==> config.mk <==
export PLATFORM = sky130hd
export DESIGN_NAME = interlock_trip_latch
export DESIGN_NICKNAME = d
export VERILOG_FILES = /design/src/rtl/interlock_trip_latch.sv
export SDC_FILE = /design/constraint.sdc
export NUM_CORES = 1
export LEC_CHECK = 0
export CAP_MARGIN = 20
export CORE_ASPECT_RATIO = 0.6
export CORE_MARGIN = 2
export CORE_UTILIZATION = 50
export DETAILED_ROUTE_END_ITERATION = 12
export DONT_BUFFER_PORTS = 1
export PLACE_DENSITY = 0.66
export SLEW_MARGIN = 20
export SYNTH_ARGS = -nofsm -noshare
export SYNTH_HDL_FRONTEND = slang
export SYNTH_SLANG_ARGS = --single-unit
export TNS_END_PERCENT = 30
==> constraint.sdc <==
create_clock -name clk -period 3.2 [get_ports clk]
set_input_delay 0.32 -clock clk [delete_from_list [all_inputs] [get_ports clk]]
set_output_delay 0.32 -clock clk [all_outputs]
set_load 0.005 [all_outputs]
==> src/rtl/interlock_trip_latch.sv <==
// Latched RF permit from the card6 interlock outputs: debounces the slow faults, trips on the
// first fault, enforces a holdoff, and re-arms only on an operator reset edge.
module interlock_trip_latch #(
  parameter int unsigned DEBOUNCE_CYCLES = 4,
  parameter int unsigned HOLDOFF_CYCLES  = 1000,
  parameter int unsigned CNT_W           = 16
) (
  input  logic       clk,
  input  logic       reset,
  input  logic       i_I_AN_HIGH,
  input  logic       i_Emergency,
  input  logic       i_Not_Alarm,
  input  logic       i_Operator_Reset,
  output logic       o_RF_Permit,
  output logic       o_Tripped,
  output logic [2:0] o_First_Fault,
  output logic [7:0] o_Trip_Count
);

  localparam logic [CNT_W-1:0] DebMax  = CNT_W'(DEBOUNCE_CYCLES);
  localparam logic [CNT_W-1:0] HoldMax = CNT_W'(HOLDOFF_CYCLES);

  typedef enum logic [1:0] {
    StWaitClear = 2'b00,
    StArmed     = 2'b01,
    StTripped   = 2'b10
  } state_e;

  state_e                state_q;
  logic [CNT_W-1:0]      hold_cnt_q;
  logic                  op_reset_q;
  logic                  rst_edge;
  logic                  fault_any;

  // Channel 0 = anode over-current, channel 1 = alarm (Not_Alarm is active low).
  logic [1:0]            raw_fault;
  logic [1:0][CNT_W-1:0] deb_cnt_q, deb_cnt_d;
  logic [1:0]            deb_q, deb_d;

  assign raw_fault = {~i_Not_Alarm, i_I_AN_HIGH};

  always_comb begin
    deb_cnt_d = '0;
    deb_d     = '0;
    for (int i = 0; i < 2; i++) begin
      if (raw_fault[i]) begin
        deb_cnt_d[i] = (deb_cnt_q[i] >= DebMax) ? DebMax : deb_cnt_q[i] + 1'b1;
        deb_d[i]     = (deb_cnt_d[i] == DebMax);
      end
    end
  end

  always_ff @(posedge clk) begin
    if (reset) begin
      deb_cnt_q  <= '0;
      deb_q      <= '0;
      op_reset_q <= 1'b0;
    end else begin
      deb_cnt_q  <= deb_cnt_d;
      deb_q      <= deb_d;
      op_reset_q <= i_Operator_Reset;
    end
  end

  assign rst_edge  = i_Operator_Reset & ~op_reset_q;
  // Emergency bypasses the debounce so it trips on the very next edge.
  assign fault_any = (|deb_q) | i_Emergency;

  always_ff @(posedge clk) begin
    if (reset) begin
      state_q       <= StWaitClear;
      hold_cnt_q    <= '0;
      o_RF_Permit   <= 1'b0;
      o_Tripped     <= 1'b0;
      o_First_Fault <= 3'b000;
      o_Trip_Count  <= 8'd0;
    end else begin
      case (state_q)
        StWaitClear: begin
          if (!fault_any) begin
            state_q       <= StArmed;
            o_RF_Permit   <= 1'b1;
            o_First_Fault <= 3'b000;
          end
        end
        StArmed: begin
          if (fault_any) begin
            state_q       <= StTripped;
            o_RF_Permit   <= 1'b0;
            o_Tripped     <= 1'b1;
            o_First_Fault <= {deb_q[1], i_Emergency, deb_q[0]};
            hold_cnt_q    <= '0;
            if (o_Trip_Count != 8'hFF) begin
              o_Trip_Count <= o_Trip_Count + 8'd1;
            end
          end
        end
        StTripped: begin
          if (hold_cnt_q != HoldMax) begin
            hold_cnt_q <= hold_cnt_q + 1'b1;
          end
          // Edges seen before the holdoff expires are dropped, not queued.
          if (rst_edge && (hold_cnt_q == HoldMax)) begin
            state_q   <= StWaitClear;
            o_Tripped <= 1'b0;
          end
        end
        default: begin
          state_q     <= StWaitClear;
          o_RF_Permit <= 1'b0;
          o_Tripped   <= 1'b0;
        end
      endcase
    end
  end

endmodule
* After elaboration in Yosys (flattened, before gate mapping)
Cells that the tools add are included.
Cells by class: muxes and demuxes 18, bitwise gates (word level) 6, equal/unequal tests 11, reductions and logical operators 13, order comparisons 2, add/sub/neg operators 4
Operator list (count):
- 2-to-1 mux 16 bit | 4
- adder 16 x 1 -> 16 bit, second input constant | 3
- equality test 16 x 3 -> 1 bit, second input constant | 2
- greater-or-equal comparator 16 x 3 -> 1 bit, second input constant | 2
- one-hot mux 16 bit (2 select lines) | 1
- AND reduction 3 bit | 6
- equality test 16 x 10 -> 1 bit, second input constant | 1
- inequality test 16 x 10 -> 1 bit, second input constant | 1
- adder 8 x 1 -> 8 bit, second input constant | 1
- inequality test 2 bit, second input constant | 4
- inequality test 8 bit, second input constant | 1
- 2-to-1 mux 2 bit | 3
- 2-to-1 mux 3 bit | 2
- one-hot mux 1 bit (3 select lines) | 2
- one-hot mux 2 bit (3 select lines) | 1
- one-hot mux 3 bit (2 select lines) | 1
- OR reduction 2 bit | 3
- 2-to-1 mux 1 bit | 4
- NOT 1 bit | 4
- nonzero test 2 bit | 2
- equality test 2 x 1 -> 1 bit, second input constant | 1
- equality test 2 bit, second input constant | 1
- logical NOT 2 bit | 1
- bitwise AND 1 bit | 1
- 2 further kinds | 2
Word-level totals: input port bits 6, logic and storage cells 65, register bits 66

* Longest topological paths before layout
word-level depth 5, mapped depth 6, mapped depth without buffers 6

* Least setup slack after synthesis
OpenSTA, ideal clock, no wires.
kind register -> register, from reg hold_cnt_q[0], to reg hold_cnt_q[14], cell stages (with the launch flop) 6, clock period less this slack 1.724 ns, buffers on the path 0, setup slack 1.476 ns, arrival 1.656 ns, required time 3.131 ns, library setup time 0.069 ns, path through dfxtp_1 ha_1 inv_1 or4_1 or4_1 o21ai_1
Between the ends: word-level cells in the longest chain between the ends 3, elaborated cells on any way between the ends 6, classes of those cells add/sub: 1; eq/ne: 2; mux: 2; reduce/logical: 1
RTL lines:
- from (decl) | RTL line 30 | logic [CNT_W-1:0] hold_cnt_q;
- from (signal assigned) | RTL line 100 | hold_cnt_q <= hold_cnt_q + 1'b1;
- adder 16 x 1 -> 16 bit / inequality test 16 x 10 -> 1 bit (equally long branches) | RTL line 100, 99
- 2-to-1 mux 16 bit / inequality test 2 bit (equally long branches)
- one-hot mux 16 bit (2 select lines) / AND reduction 3 bit (equally long branches)
Several ways; a longest one is shown, not always the timed one. The select of a mux whose other input is x is not followed. A chain may end at the register's enable or synchronous reset.

* Final worst setup path
Ends and elaborated chain as after synthesis.

==> flow_summary.ini <==
[synthesis]
yosysTopAreaCell = dfxtp_1
yosys-top-cells-count = dfxtp_1, inv_1, nor2_1
synthFlopType = dfxtp_1
syn_inst = 252
synth.avg_cell_area_um2 = 9.761
synth_most_common_cell = dfxtp_1
async_reset_ff_share_pct = 0
synth_edf_count = 0
synth_top_area_share_pct = 53.71
synth.yosys.warnings = 0
syn_area_mm2 = 0.002460
synth_seq_cells = 66
synth_seq_area_share_pct = 53.71
synth_cell_types = 45
synthTopCellsByArea = dfxtp_1, ha_1, inv_1, nor2_1, a21oi_1

[cells_and_area]
antennaDiodeCount = 0
area_growth_pct = 13.89
nFillCells = 421
fin_util_pct = 60.12
nNetsFinal = 295
fin_area_mm2 = 0.002801
regArea_mm2 = 0.001321
multi_input_area_mm2 = 0.001141
drive_above_1_share_pct = 6.993

[setup_path]
rr_worst_depth = 5
crit_fanout = 6
critPathMaxStageDelay_ns = 0.58
cp_slowest_cell = or4_1
cp-start-kind = flop
path_class = flop to flop
required_ns = 3.47
worstSetupEndpointType = flop
crit_buf_inv = 1
critPathTopFamily = simple AND/OR/NAND/NOR gates
rrSetupSlack_ns = 1.27
cp.arrival_ns = 2.19
worstPathCellList = ha_1 -> inv_1 -> or4_1 -> or4_1 -> o21ai_1
path_common_cell = or4_1
rr_startpoint = hold_cnt_q[0]
timing.rr.end = hold_cnt_q[14]

[routing]
drtAntennaViolNets = 0
wl_per_cell_um = 12.76
drc_errors = 0
drtIter0Drc = 162
vias_per_cell = 5.246
firstDrtPassIters = 4
wl_um = 4452
vias = 1831

[sta]
hold_viol_final = 0
max_freq_mhz = 518.7
max_slew.worst_pin.slew_ns = 0.5900
grt_setup_unrepaired = false
min_period_over_period_pct = 60.24
setup_tns_ns = 0
timing.slew.headroom_pct = 60.67
setup_violations = 0
hold_slack_ns = 0.04707
period_needed_ns = 1.928
timing.final.max_slew_violations = 0
finClkSkew_ns = 0.006686

[clocking]
cts_buffer_depth = 2
cts_tree = done
post_cts_buffers = 0
clock-sinks = 66
h-tree-depth = 3
clk_pin_slew_ns = 0.08
cts_made_buffers = 9
cts_hold_buf = 0
cts_root_buf = clkbuf_8
cts_resized = 0
insertion_delay_ns = 0.33

[die]
die_height_um = 58.33
initial_core_util_pct = 52.79
rows = 19
ios = 19
dieArea_mm2 = 0.005515
core_area_mm2 = 0.004659
die_w_um = 94.55

[pwr]
p_per_area_mw_per_mm2 = 563.0
ir_drop_v = 0.0003254
finalPower_mw = 1.577
total_leakage_power_nw = 1.032

[status]
status = completed

[hold_path]
hold_path.class = input pin to flop
hold_path_end = o_Trip_Count[5]
whs_path_depth = 1
hold_start = reset

[job]
drv_cap = 0

[global_routing]
grt_pass1_wl_um = 7845
grt_pass1_vias = 1681
grt_max_degree = 25
gr-total-overflow = 0
grt_usage_pct = 18.94
antenna_found_initial = 0

[placed_design]
placed_area_mm2 = 0.002609
place_congestion = 0.7712
port_buffers = 0
dp_hpwl_um = 3172
## cells by family (layout without fill, tap and decap cells)
family / count (synthesis) / after routing / share of synthesized area (%)
xor gates and xnor gates: 8 / 8 / 2.848
buffers and inverters: 24 / 33 / 3.713
other: 1 / 26 / 0.1524
adders and majority gates: 8 / 8 / 3.967
AOI/OAI and AO/OA: 45 / 45 / 12.36
and+or+nand+nor: 100 / 100 / 23.24
DFF: 66 / 66 / 53.71
## metal layers
| metal | up-vias | part of all wire (%) | track usage [%] |
|---|---|---|---|
| met5 | - | 0 | 0 |
| met4 | 0 | 1.6 | 8.075 |
| met1 | 811 | 51 | 27.06 |
| met3 | 7 | 8.6 | 7.939 |
| li1 | 957 | - | - |
| met2 | 56 | 39 | 25.00 |
## per-stage QoR
step / setup slack [ns] / std cells
floorplan: 1.476 / 277
global placement: 1.323 / 334
detailed placement: 1.312 / 334
CTS: 1.303 / 349
global route: 1.149 / 349
finish: 1.272 / 349
## sequential cells by signal, summed over array words and instances (netlist names)
register / flops
o_RF_Permit: 1
hold_cnt_q: 16
deb_cnt_q: 32
state_q: 2
deb_q: 2
o_Tripped: 1
op_reset_q: 1
o_Trip_Count: 8
o_First_Fault: 3
## layout by cell type (no fill, tap or decap), types with 2 or more instances in the layout
| master | instances |
|---|---|
| o31ai_1 | 4 |
| a211o_1 | 2 |
| o22ai_1 | 2 |
| nor3b_1 | 3 |
| nand2_1 | 16 |
| and4_1 | 5 |
| nand3b_1 | 3 |
| a21oi_1 | 12 |
| dfxtp_1 | 66 |
| inv_1 | 18 |
| ha_1 | 7 |
| or4_1 | 8 |
| clkbuf_8 | 9 |
| nand4_1 | 9 |
| nor2_1 | 18 |
| xor2_1 | 4 |
| nor2b_1 | 3 |
| xnor2_1 | 4 |
| conb_1 | 26 |
| nand3_1 | 7 |
| clkinvlp_4 | 4 |
| nor3_1 | 6 |
| o21ai_0 | 8 |
| nor4_1 | 9 |
| a22oi_1 | 3 |
| a22o_1 | 3 |
| or3_1 | 7 |
## worst max path at each step
stage,cells after the start,end,start,slack [ns]
2_1_floorplan,5,hold_cnt_q[14],hold_cnt_q[0],1.48
3_3_place_gp,4,hold_cnt_q[14],i_Emergency,1.32
3_5_place_dp,4,hold_cnt_q[14],i_Emergency,1.31
4_1_cts,5,hold_cnt_q[14],hold_cnt_q[0],1.30
5_1_grt,5,hold_cnt_q[12],hold_cnt_q[0],1.15
6_report,5,hold_cnt_q[14],hold_cnt_q[0],1.27
## power by group
part	internal, mW	switching, mW	leakage [nW]
Combinational	0.0164	0.0282	0.405
Clock	0.356	0.313	0.0835
Sequential	0.849	0.0151	0.544
## cell type report
class | instances | share of cell area [%]
Clock inverter | 6 | 2.456
Tap cell | 63 | 2.814
Multi-Input combinational cell | 187 | 40.73
Inverter | 18 | 2.412
Sequential cell | 66 | 47.16
Clock buffer | 9 | 4.422
Power figures use the tool's default switching activity.
